File: src/rtl/sys_cmd_dispatcher_pkg.sv
// Shared command codes and dispatcher FSM encoding for the UART command path.
package sys_cmd_dispatcher_pkg;

  typedef enum logic [2:0] {
    CMD_NONE    = 3'b000,
    CMD_RF_WR   = 3'b001,
    CMD_RF_RD   = 3'b010,
    CMD_ALU_OP  = 3'b011,
    CMD_ALU_FUN = 3'b100
  } cmd_e;

  typedef enum logic [1:0] {
    ST_IDLE     = 2'd0,
    ST_RD_WAIT  = 2'd1,
    ST_ALU_WAIT = 2'd2,
    ST_ALU_HI   = 2'd3
  } state_e;

  localparam int BYTE_W = 8;

endpackage

File: src/rtl/sys_cmd_dispatcher_fifo.sv
// Synchronous response byte FIFO; DEPTH must be a power of two so pointers wrap naturally.
module resp_fifo #(
  parameter  int DEPTH = 4,
  parameter  int WIDTH = 8,
  localparam int PTR_W = $clog2(DEPTH),
  localparam int CNT_W = PTR_W + 1
) (
  input  logic             RXCont_CLK,
  input  logic             RXCont_RST,
  input  logic             push,
  input  logic [WIDTH-1:0] push_data,
  input  logic             pop,
  output logic [WIDTH-1:0] pop_data,
  output logic             empty,
  output logic             full,
  output logic [CNT_W-1:0] count
);

  logic [WIDTH-1:0] mem [DEPTH];
  logic [PTR_W-1:0] wr_ptr, rd_ptr;
  logic             do_push, do_pop;

  assign do_push  = push && !full;
  assign do_pop   = pop && !empty;
  assign empty    = (count == '0);
  assign full     = (count == CNT_W'(DEPTH));
  assign pop_data = mem[rd_ptr];

  // Storage is not reset; the pointers alone define what is valid.
  always_ff @(posedge RXCont_CLK) begin
    if (do_push) mem[wr_ptr] <= push_data;
  end

  always_ff @(posedge RXCont_CLK or negedge RXCont_RST) begin
    if (!RXCont_RST) begin
      wr_ptr <= '0;
      rd_ptr <= '0;
      count  <= '0;
    end else begin
      if (do_push) wr_ptr <= wr_ptr + PTR_W'(1);
      if (do_pop)  rd_ptr <= rd_ptr + PTR_W'(1);
      case ({do_push, do_pop})
        2'b10:   count <= count + CNT_W'(1);
        2'b01:   count <= count - CNT_W'(1);
        default: count <= count;
      endcase
    end
  end

endmodule

File: src/rtl/sys_cmd_dispatcher.sv
// Dispatches decoded UART commands to the register file / ALU and streams
// their results back to the UART transmitter through a small response FIFO.
module sys_cmd_dispatcher
  import sys_cmd_dispatcher_pkg::*;
#(
  parameter int ADDR_W     = 4,
  parameter int FUN_W      = 4,
  parameter int FIFO_DEPTH = 4,
  parameter int TIMEOUT    = 16
) (
  input  logic              RXCont_CLK,
  input  logic              RXCont_RST,
  input  logic [7:0]        Disp_In_Data,
  input  logic [7:0]        Disp_In_Addr,
  input  logic [2:0]        Disp_In_Command,
  output logic              RF_WrEn,
  output logic              RF_RdEn,
  output logic [ADDR_W-1:0] RF_Address,
  output logic [7:0]        RF_WrData,
  input  logic [7:0]        RF_RdData,
  input  logic              RF_RdData_Valid,
  output logic              ALU_En,
  output logic [FUN_W-1:0]  ALU_Fun,
  input  logic [15:0]       ALU_Out,
  input  logic              ALU_Out_Valid,
  output logic [7:0]        TX_P_Data,
  output logic              TX_Data_Valid,
  input  logic              TX_Busy,
  output logic              Disp_Busy,
  output logic              Disp_Drop
);

  localparam int CNT_W = $clog2(FIFO_DEPTH) + 1;
  localparam int TO_W  = (TIMEOUT > 1) ? $clog2(TIMEOUT) : 1;
  localparam logic [CNT_W-1:0] EX_MAX_CNT = CNT_W'(FIFO_DEPTH - 2);
  localparam logic [TO_W-1:0]  TO_LAST    = TO_W'(TIMEOUT - 1);

  state_e              state_q, state_d;
  logic [TO_W-1:0]     to_cnt_q, to_cnt_d;
  logic [BYTE_W-1:0]   alu_hi_q;
  logic                wr_go, op_go, rd_go, ex_go, drop_d;
  logic                cmd_vld;
  logic                push, pop;
  logic [BYTE_W-1:0]   push_data, fifo_head;
  logic                fifo_empty, fifo_full;
  logic [CNT_W-1:0]    fifo_count;
  logic                unused_addr_hi;

  assign unused_addr_hi = ^Disp_In_Addr[7:ADDR_W];
  assign cmd_vld        = (Disp_In_Command != CMD_NONE);
  assign Disp_Busy      = (state_q != ST_IDLE);

  // The one-cycle gap after every strobe lets the transmitter raise busy in time.
  assign pop = !fifo_empty && !TX_Busy && !TX_Data_Valid;

  resp_fifo #(
    .DEPTH (FIFO_DEPTH),
    .WIDTH (BYTE_W)
  ) u_fifo (
    .RXCont_CLK (RXCont_CLK),
    .RXCont_RST (RXCont_RST),
    .push       (push),
    .push_data  (push_data),
    .pop        (pop),
    .pop_data   (fifo_head),
    .empty      (fifo_empty),
    .full       (fifo_full),
    .count      (fifo_count)
  );

  always_ff @(posedge RXCont_CLK or negedge RXCont_RST) begin
    if (!RXCont_RST) begin
      state_q  <= ST_IDLE;
      to_cnt_q <= '0;
    end else begin
      state_q  <= state_d;
      to_cnt_q <= to_cnt_d;
    end
  end

  always_comb begin
    state_d   = state_q;
    to_cnt_d  = to_cnt_q;
    wr_go     = 1'b0;
    op_go     = 1'b0;
    rd_go     = 1'b0;
    ex_go     = 1'b0;
    drop_d    = 1'b0;
    push      = 1'b0;
    push_data = RF_RdData;
    unique case (state_q)
      ST_IDLE: begin
        case (Disp_In_Command)
          CMD_NONE:   ;
          CMD_RF_WR:  wr_go = 1'b1;
          CMD_ALU_OP: op_go = 1'b1;
          CMD_RF_RD: begin
            if (fifo_full) drop_d = 1'b1;
            else begin
              rd_go    = 1'b1;
              state_d  = ST_RD_WAIT;
              to_cnt_d = '0;
            end
          end
          CMD_ALU_FUN: begin
            // Both result bytes must fit before the ALU is started.
            if (fifo_count > EX_MAX_CNT) drop_d = 1'b1;
            else begin
              ex_go    = 1'b1;
              state_d  = ST_ALU_WAIT;
              to_cnt_d = '0;
            end
          end
          default: drop_d = 1'b1;
        endcase
      end
      ST_RD_WAIT: begin
        drop_d = cmd_vld;
        if (RF_RdData_Valid) begin
          push    = 1'b1;
          state_d = ST_IDLE;
        end else if (to_cnt_q == TO_LAST) begin
          drop_d  = 1'b1;
          state_d = ST_IDLE;
        end else begin
          to_cnt_d = to_cnt_q + TO_W'(1);
        end
      end
      ST_ALU_WAIT: begin
        drop_d = cmd_vld;
        if (ALU_Out_Valid) begin
          push      = 1'b1;
          push_data = ALU_Out[7:0];
          state_d   = ST_ALU_HI;
        end else if (to_cnt_q == TO_LAST) begin
          drop_d  = 1'b1;
          state_d = ST_IDLE;
        end else begin
          to_cnt_d = to_cnt_q + TO_W'(1);
        end
      end
      ST_ALU_HI: begin
        drop_d    = cmd_vld;
        push      = 1'b1;
        push_data = alu_hi_q;
        state_d   = ST_IDLE;
      end
    endcase
  end

  always_ff @(posedge RXCont_CLK) begin
    if (state_q == ST_ALU_WAIT && ALU_Out_Valid) alu_hi_q <= ALU_Out[15:8];
  end

  // Registered outputs: strobes appear the cycle after the command is sampled.
  always_ff @(posedge RXCont_CLK or negedge RXCont_RST) begin
    if (!RXCont_RST) begin
      RF_WrEn       <= 1'b0;
      RF_RdEn       <= 1'b0;
      RF_Address    <= '0;
      RF_WrData     <= '0;
      ALU_En        <= 1'b0;
      ALU_Fun       <= '0;
      TX_P_Data     <= '0;
      TX_Data_Valid <= 1'b0;
      Disp_Drop     <= 1'b0;
    end else begin
      RF_WrEn       <= wr_go | op_go;
      RF_RdEn       <= rd_go;
      ALU_En        <= ex_go;
      TX_Data_Valid <= pop;
      Disp_Drop     <= drop_d;
      if (wr_go || rd_go) RF_Address <= Disp_In_Addr[ADDR_W-1:0];
      else if (op_go)     RF_Address <= ADDR_W'(Disp_In_Addr[0]);
      if (wr_go || op_go) RF_WrData <= Disp_In_Data;
      if (ex_go)          ALU_Fun   <= Disp_In_Data[FUN_W-1:0];
      if (pop)            TX_P_Data <= fifo_head;
    end
  end

endmodule

File: config.mk
export PLATFORM = sky130hd
export DESIGN_NAME = sys_cmd_dispatcher
export DESIGN_NICKNAME = d
export VERILOG_FILES = /design/src/rtl/sys_cmd_dispatcher_pkg.sv /design/src/rtl/sys_cmd_dispatcher_fifo.sv /design/src/rtl/sys_cmd_dispatcher.sv
export SDC_FILE = /design/constraint.sdc
export NUM_CORES = 1
export LEC_CHECK = 0
export CAP_MARGIN = 20
export CORE_AREA = 2 2 72 126
export DETAILED_ROUTE_END_ITERATION = 10
export DIE_AREA = 0 0 74 128
export HOLD_SLACK_MARGIN = 0.06
export PLACE_DENSITY = 0.82
export SYNTH_ARGS = -nofsm -noshare
export SYNTH_HDL_FRONTEND = slang
export SYNTH_SLANG_ARGS = --single-unit
File: constraint.sdc
create_clock -name RXCont_CLK -period 2.3 [get_ports RXCont_CLK]
set_clock_uncertainty 0.05 [all_clocks]
set_input_delay 0.46 -clock RXCont_CLK [delete_from_list [all_inputs] [get_ports RXCont_CLK]]
set_output_delay 0.46 -clock RXCont_CLK [all_outputs]
set_load 0.03 [all_outputs]
# Yosys cells after proc, flatten, opt, wreduce, memory -nomap -nowiden
# Memories as Yosys holds them, arrays and structs flattened. A register that Yosys moved wholly into a read port is not among the register bits.
# Index checks and enable logic that the tools add are counted.
# classes
n_eq_ne,16
bitwise_logic,1
n_reduce_logical,23
magnitude_cmp,1
add_sub_neg,5
n_mux,41
# op_table
cell,n
two-way mux 4 bit,7
two-way mux 1 bit,19
one-hot mux 8 bit (2 select lines),1
one-hot mux 4 bit (3 select lines),1
two-way mux 2 bit,5
two-way mux 8 bit,1
one-hot mux 2 bit (4 select lines),1
one-hot mux 4 bit (2 select lines),1
"equality test 2 bit, second input constant",3
"equality test 3 x 2 -> 1 bit, second input constant",2
"equality test 3 bit, second input constant",2
zero test 3 bit,2
"!= test 3 bit, second input constant",2
one-hot mux 1 bit (3 select lines),2
one-hot mux 3 bit (2 select lines),1
AND reduction 6 bit,1
nonzero test 2 bit,3
nonzero test 3 bit,2
logical AND 1 bit,5
zero test 1 bit,5
"adder 2 x 1 -> 2 bit, second input constant",2
"adder 4 x 1 -> 4 bit, second input constant",1
"equality test 2 x 1 -> 1 bit, second input constant",2
"equality test 4 bit, second input constant",1
other kinds (13),15
# word_totals
register_bits,42
out_inout_bits,30
elab_cells,102
in_bits,48
ramBits,32
n_memories,1
# memory_table
memory,words,width,rd,rd_clocked_by_memory_dff,wr,line,rtl
u_fifo.mem,4,8,1,1,1,sys_cmd_dispatcher_fifo.sv:19,logic [WIDTH-1:0] mem [DEPTH];

# Depth between registers and ports, before layout
# depth
ltp_word,7
ltp_mapped,12
mapped_depth_nobuf,12

# Hierarchy
# Synthesis repeated with hierarchy kept, for this count alone.
# hier_totals
hier_cells,268
area_unflattened_um2,3671.0
# modules_own_cells
module,seq_area_each_um2,instances,area_per_inst_um2,cells_each
sys_cmd_dispatcher,1116.1,1,2078.2,189
resp_fifo,1136.1,1,1592.8,79

# Least setup slack after synthesis
# No wires, ideal clock.
# synth_timing
kind,register -> register
from,register state_q[0]
to,register u_fifo.count[2]
path_stages_with_launch,13
slack_ns,-0.169
setup_time_ns,0.127
arrival_ns,2.292
period_less_slack_ns,2.469
required_ns,2.123
n_path_buf,0
path_cell_list,dfrtp_1 -> inv_1 -> ha_1 -> a22o_1 -> nor2_1 -> nor3_1 -> inv_1 -> ha_1 -> inv_1 -> fa_1 -> xor2_1 -> nor2_1 -> xor2_1
# synth_between
elab_chain_len,5
word_cells_on_any_way,9
cone_classes,eq/ne: 5; mux: 2; reduce/logical: 2
# synth_rtl
element,line,rtl
from (decl),sys_cmd_dispatcher.sv:38,"state_e state_q, state_d;"
from (signal assigned),sys_cmd_dispatcher.sv:76,state_q <= state_d;
equality test 2 bit or equality test 2 x 1 -> 1 bit (tied branches),sys_cmd_dispatcher.sv:91,unique case (state_q)
one-hot mux 1 bit (3 select lines) (*),sys_cmd_dispatcher.sv:91,
logical AND 1 bit (*),sys_cmd_dispatcher_fifo.sv:23,assign do_push = push && !full;
equality test 2 x 1 -> 1 bit or equality test 2 bit (tied branches),sys_cmd_dispatcher_fifo.sv:42,"case ({do_push, do_pop})"
one-hot mux 3 bit (2 select lines) or nonzero test 2 bit (tied branches),--,
to (signal assigned),sys_cmd_dispatcher_fifo.sv:43,2'b10: count <= count + CNT_W'(1);
to (signal assigned),sys_cmd_dispatcher_fifo.sv:44,2'b01: count <= count - CNT_W'(1);
to (signal assigned),sys_cmd_dispatcher_fifo.sv:45,default: count <= count;
to (decl),sys_cmd_dispatcher_fifo.sv:16,output logic [CNT_W-1:0] count
# Mark *: on every way between the ends. The rest lies on a longest branch, timed or not.
# A chain may end at the register's enable or synchronous reset.

# Worst setup path in the final report
# layout_timing
from,register state_q[1]
to,register u_fifo.count[2]
# Same word-level chain as after synthesis.

==> impl_results.md <==
- Count of cell types in the netlist: 46
- Synth Warn #: 0
- Nets: 438
- HP Class: input pin to async pin
- Max Slew Vio Count: 0
- Gr usage total: around a fifth
- Max Clk Rate: 450 MHz
- DR vias/cell: 5.11
- Worst Setup End Kind: register
- Synth top cells by count: dfrtp_1, edfxtp_1, nand2_1
- Die width: between 70 and 80 um
- Insertion delay to the later sink of the worst-skew pair: 340 ps
- Syn_nets: 334
- Ports: 78
- Post-DP HPWL: 6050 um
- Port Buffer Count: 73
- Core ar.: 0.00850 sq mm
- Post-synth EDFFs: 40
- Cell count after placement: around 480
- Clock Path Buffers: 2
- Synth-to-layout area growth: 37.9%
- Ys flop type: dfrtp_1
- FF/Latch Area: 0.00225 sq mm
- # diodes: 0
- Synthesis-stage register bit count: 82
- Reg2reg path depth: 12
- Leak Pwr: 2.05 nW
- Actual slew at the worst max-slew pin: 583 ps
- Chip height: 128 um
- CTS H-tree depth: 3
- Fin crit share: 96.7%
- Synth Instances: roughly 270
- Final Setup Violations: 0
- First-pass GRT wire length: between 10000 and 15000 um
- GRT overflow: 0
- Vias in the first global route: 2772
- DR vias: 2557
- Routed WL: 8000 um
- Starting Density: a little over two fifths
- Synth top area share: 32.3%
- Multi-input logic area: 0.00139 sq mm
- Startpoint Class: register
- Clock-pin slew on the worst setup and hold paths: around 60 ps
- Largest net degree at the start of global routing: 43
- Die Area: 0.00947 sq mm
- # hold bufs at CTS: 0
- Clock root buffer: clkbuf_16
- Cell Count, Final, Fillers Out: 500
- FF-to-FF Start: state_q[1]
- Initial DRC count: approximately 150
- Row Count: 45
- Final min period: 2220 ps
- Async S/R FF share, synth: 51.2%
- Placer Congestion: about 0.84
- Most frequent cell after synthesis: dfrtp_1
- Initial antenna violation count: 0
- Drt pass-1 iters: 4
- P per Cell Area: 1350 mW/mm^2
- Status: complete, no violations
- FF-to-FF End: u_fifo.count[2]
- CTS Sinks: 82
- Post-Syn Area: 0.00372 sq mm
- Final Hold Fails: 0
- WL/cell: 16.0 um
- Crit-path max FO: 4
- Max_slew headroom: 60.7%
- RSZ-0062 raised after global routing: true
- Dominant cells by area after synthesis: edfxtp_1, dfrtp_1, mux2_2, mux4_2, ha_1
- Share of layout cells above drive strength 1: 22.7%
- Fill count: 643
- Mean Syn Cell Area: approximately 14 sq um
- WP data required: approximately 2500 ps
- Total power: 6.93 mW
- Antenna Nets Post-Route: 0
- Crit path DAT: around 2400 ps
- Max cap viols: 0
- VDD IR max: approximately 0.76 mV
- Drt drc: 0
- Synth area leader: edfxtp_1
- Setup CP Type: register to register
- Num CTS Buffers: 9
- Worst Hold Slack: 142 ps
- Register area share after synthesis: 60.6%
- TritonCTS clock tree: yes
- R2r setup slk: roughly 76 ps
[worst max path at each step]
| stage | from | depth (start not counted) | to | slack (ps) |
|---|---|---|---|---|
| after global placement | ALU_Out_Valid | 11 | u_fifo.count[2] | -160 |
| after detailed placement | ALU_Out_Valid | 11 | u_fifo.count[2] | -200 |
| final | state_q[1] | 12 | u_fifo.count[2] | 80 |
| after floorplan | state_q[0] | 12 | u_fifo.count[2] | 4 |
| after global routing | state_q[1] | 12 | u_fifo.count[2] | -30 |
| after CTS | state_q[1] | 12 | u_fifo.count[2] | 10 |
[sequential cells by signal (all words and copies together), names as in the netlist, 2 cells and up]
name           flops
u_fifo.mem        32
RF_WrData          8
TX_P_Data          8
alu_hi_q           8
ALU_Fun            4
RF_Address         4
to_cnt_q           4
u_fifo.count       3
state_q            2
u_fifo.rd_ptr      2
u_fifo.wr_ptr      2
[per-layer routing]
| layer | wire (um) | track usage, % | vias up |
|---|---|---|---|
| li1 | - | - | 1217 |
| met1 | 2690 | 19.1 | 1263 |
| met2 | 4750 | 33.7 | 56 |
| met3 | 248 | 4.80 | 21 |
| met4 | 304 | 10.3 | 0 |
| met5 | 0 | 0 | - |
[logic make-up (layout without fill, tap and decap cells)]
logic type	Yosys count	in the layout	synth area share, %
muxes	37	37	13.5
DFF	82	82	60.6
buffers and inverters	27	136	2.86
AOI/OAI and AO/OA	50	50	9.66
adders and majority gates	12	12	4.24
and+or+nand+nor	60	60	7.81
xor gates and xnor gates	6	6	1.41
[repair_timing]
action | 4_1_cts | 5_1_grt
pin swaps | 0 | 4
endpoints found under the setup margin | 2 | 2
setup buffers | 1 | 1
resized for setup | 1 | 10
[through the flow]
step,TNS [ps],area (sq um),utilization (%),setup slack [ps]
floorplan,0,3720,-,3.64
global placement,-204,4790,56.3,-158
detailed placement,-384,4790,56.3,-201
CTS,0,5100,59.9,13.9
global route,-40.0,5130,60.3,-25.7
finish,0,5130,60.3,75.9
[critical path: stages, from the launching register on]
cell and delay [ps]:
dfrtp_2 420, inv_2 60, ha_2 190, a22o_1 230
nor2_2 120, nor3_2 60, inv_1 50, ha_2 160
inv_1 50, fa_2 340, xor2_1 150, nor2_1 120
xor2_1 150
[cell type report]
cell class                 count  share of cell area, %
clock buffer                  13                   5.49
sequential                    82                   43.9
inverter                      17                   1.24
clock inverter                 3                  0.390
tap                          117                   2.86
timing repair buffer         103                   19.0
multi-input combinational    165                   27.1
[where the power goes]
group / internal [mW] / leakage (nW) / switching, mW
Clock: 0.854 / 0.143 / 0.545
Combinational: 1.50 / 1.04 / 1.62
Sequential: 2.06 / 0.871 / 0.348
Total: 4.41 / 2.05 / 2.52
[placed cells by master (no fill, tap or decap), types with 2 or more instances in the layout]
| cell | netlist | routed |
|---|---|---|
| clkdlybuf4s50_1 | 0 | 71 |
| dfrtp_1 | 42 | 41 |
| edfxtp_1 | 40 | 40 |
| buf_4 | 0 | 28 |
| nand2_1 | 23 | 23 |
| mux2_2 | 16 | 16 |
| inv_1 | 15 | 13 |
| nor2_1 | 13 | 12 |
| o21ai_0 | 13 | 12 |
| a22oi_1 | 11 | 11 |
| mux2i_1 | 10 | 10 |
| clkbuf_16 | 0 | 10 |
| mux4_2 | 8 | 8 |
| ha_1 | 11 | 8 |
| and2_1 | 6 | 6 |
| a31oi_1 | 5 | 5 |
| inv_2 | 2 | 4 |
| nor3_1 | 5 | 4 |
| a21oi_1 | 3 | 3 |
| nand3_1 | 3 | 3 |
| xor2_1 | 3 | 3 |
| nor2b_1 | 3 | 3 |
| o221ai_1 | 3 | 3 |
| xnor2_1 | 3 | 3 |
| a22o_1 | 2 | 2 |
| nor3b_1 | 2 | 2 |
| o21ai_1 | 1 | 2 |
| a21oi_2 | 2 | 2 |
| ha_2 | 0 | 2 |
| clkbuf_8 | 0 | 2 |
| clkinvlp_4 | 0 | 2 |
| buf_12 | 0 | 2 |
(Power assumes the default switching activity.)
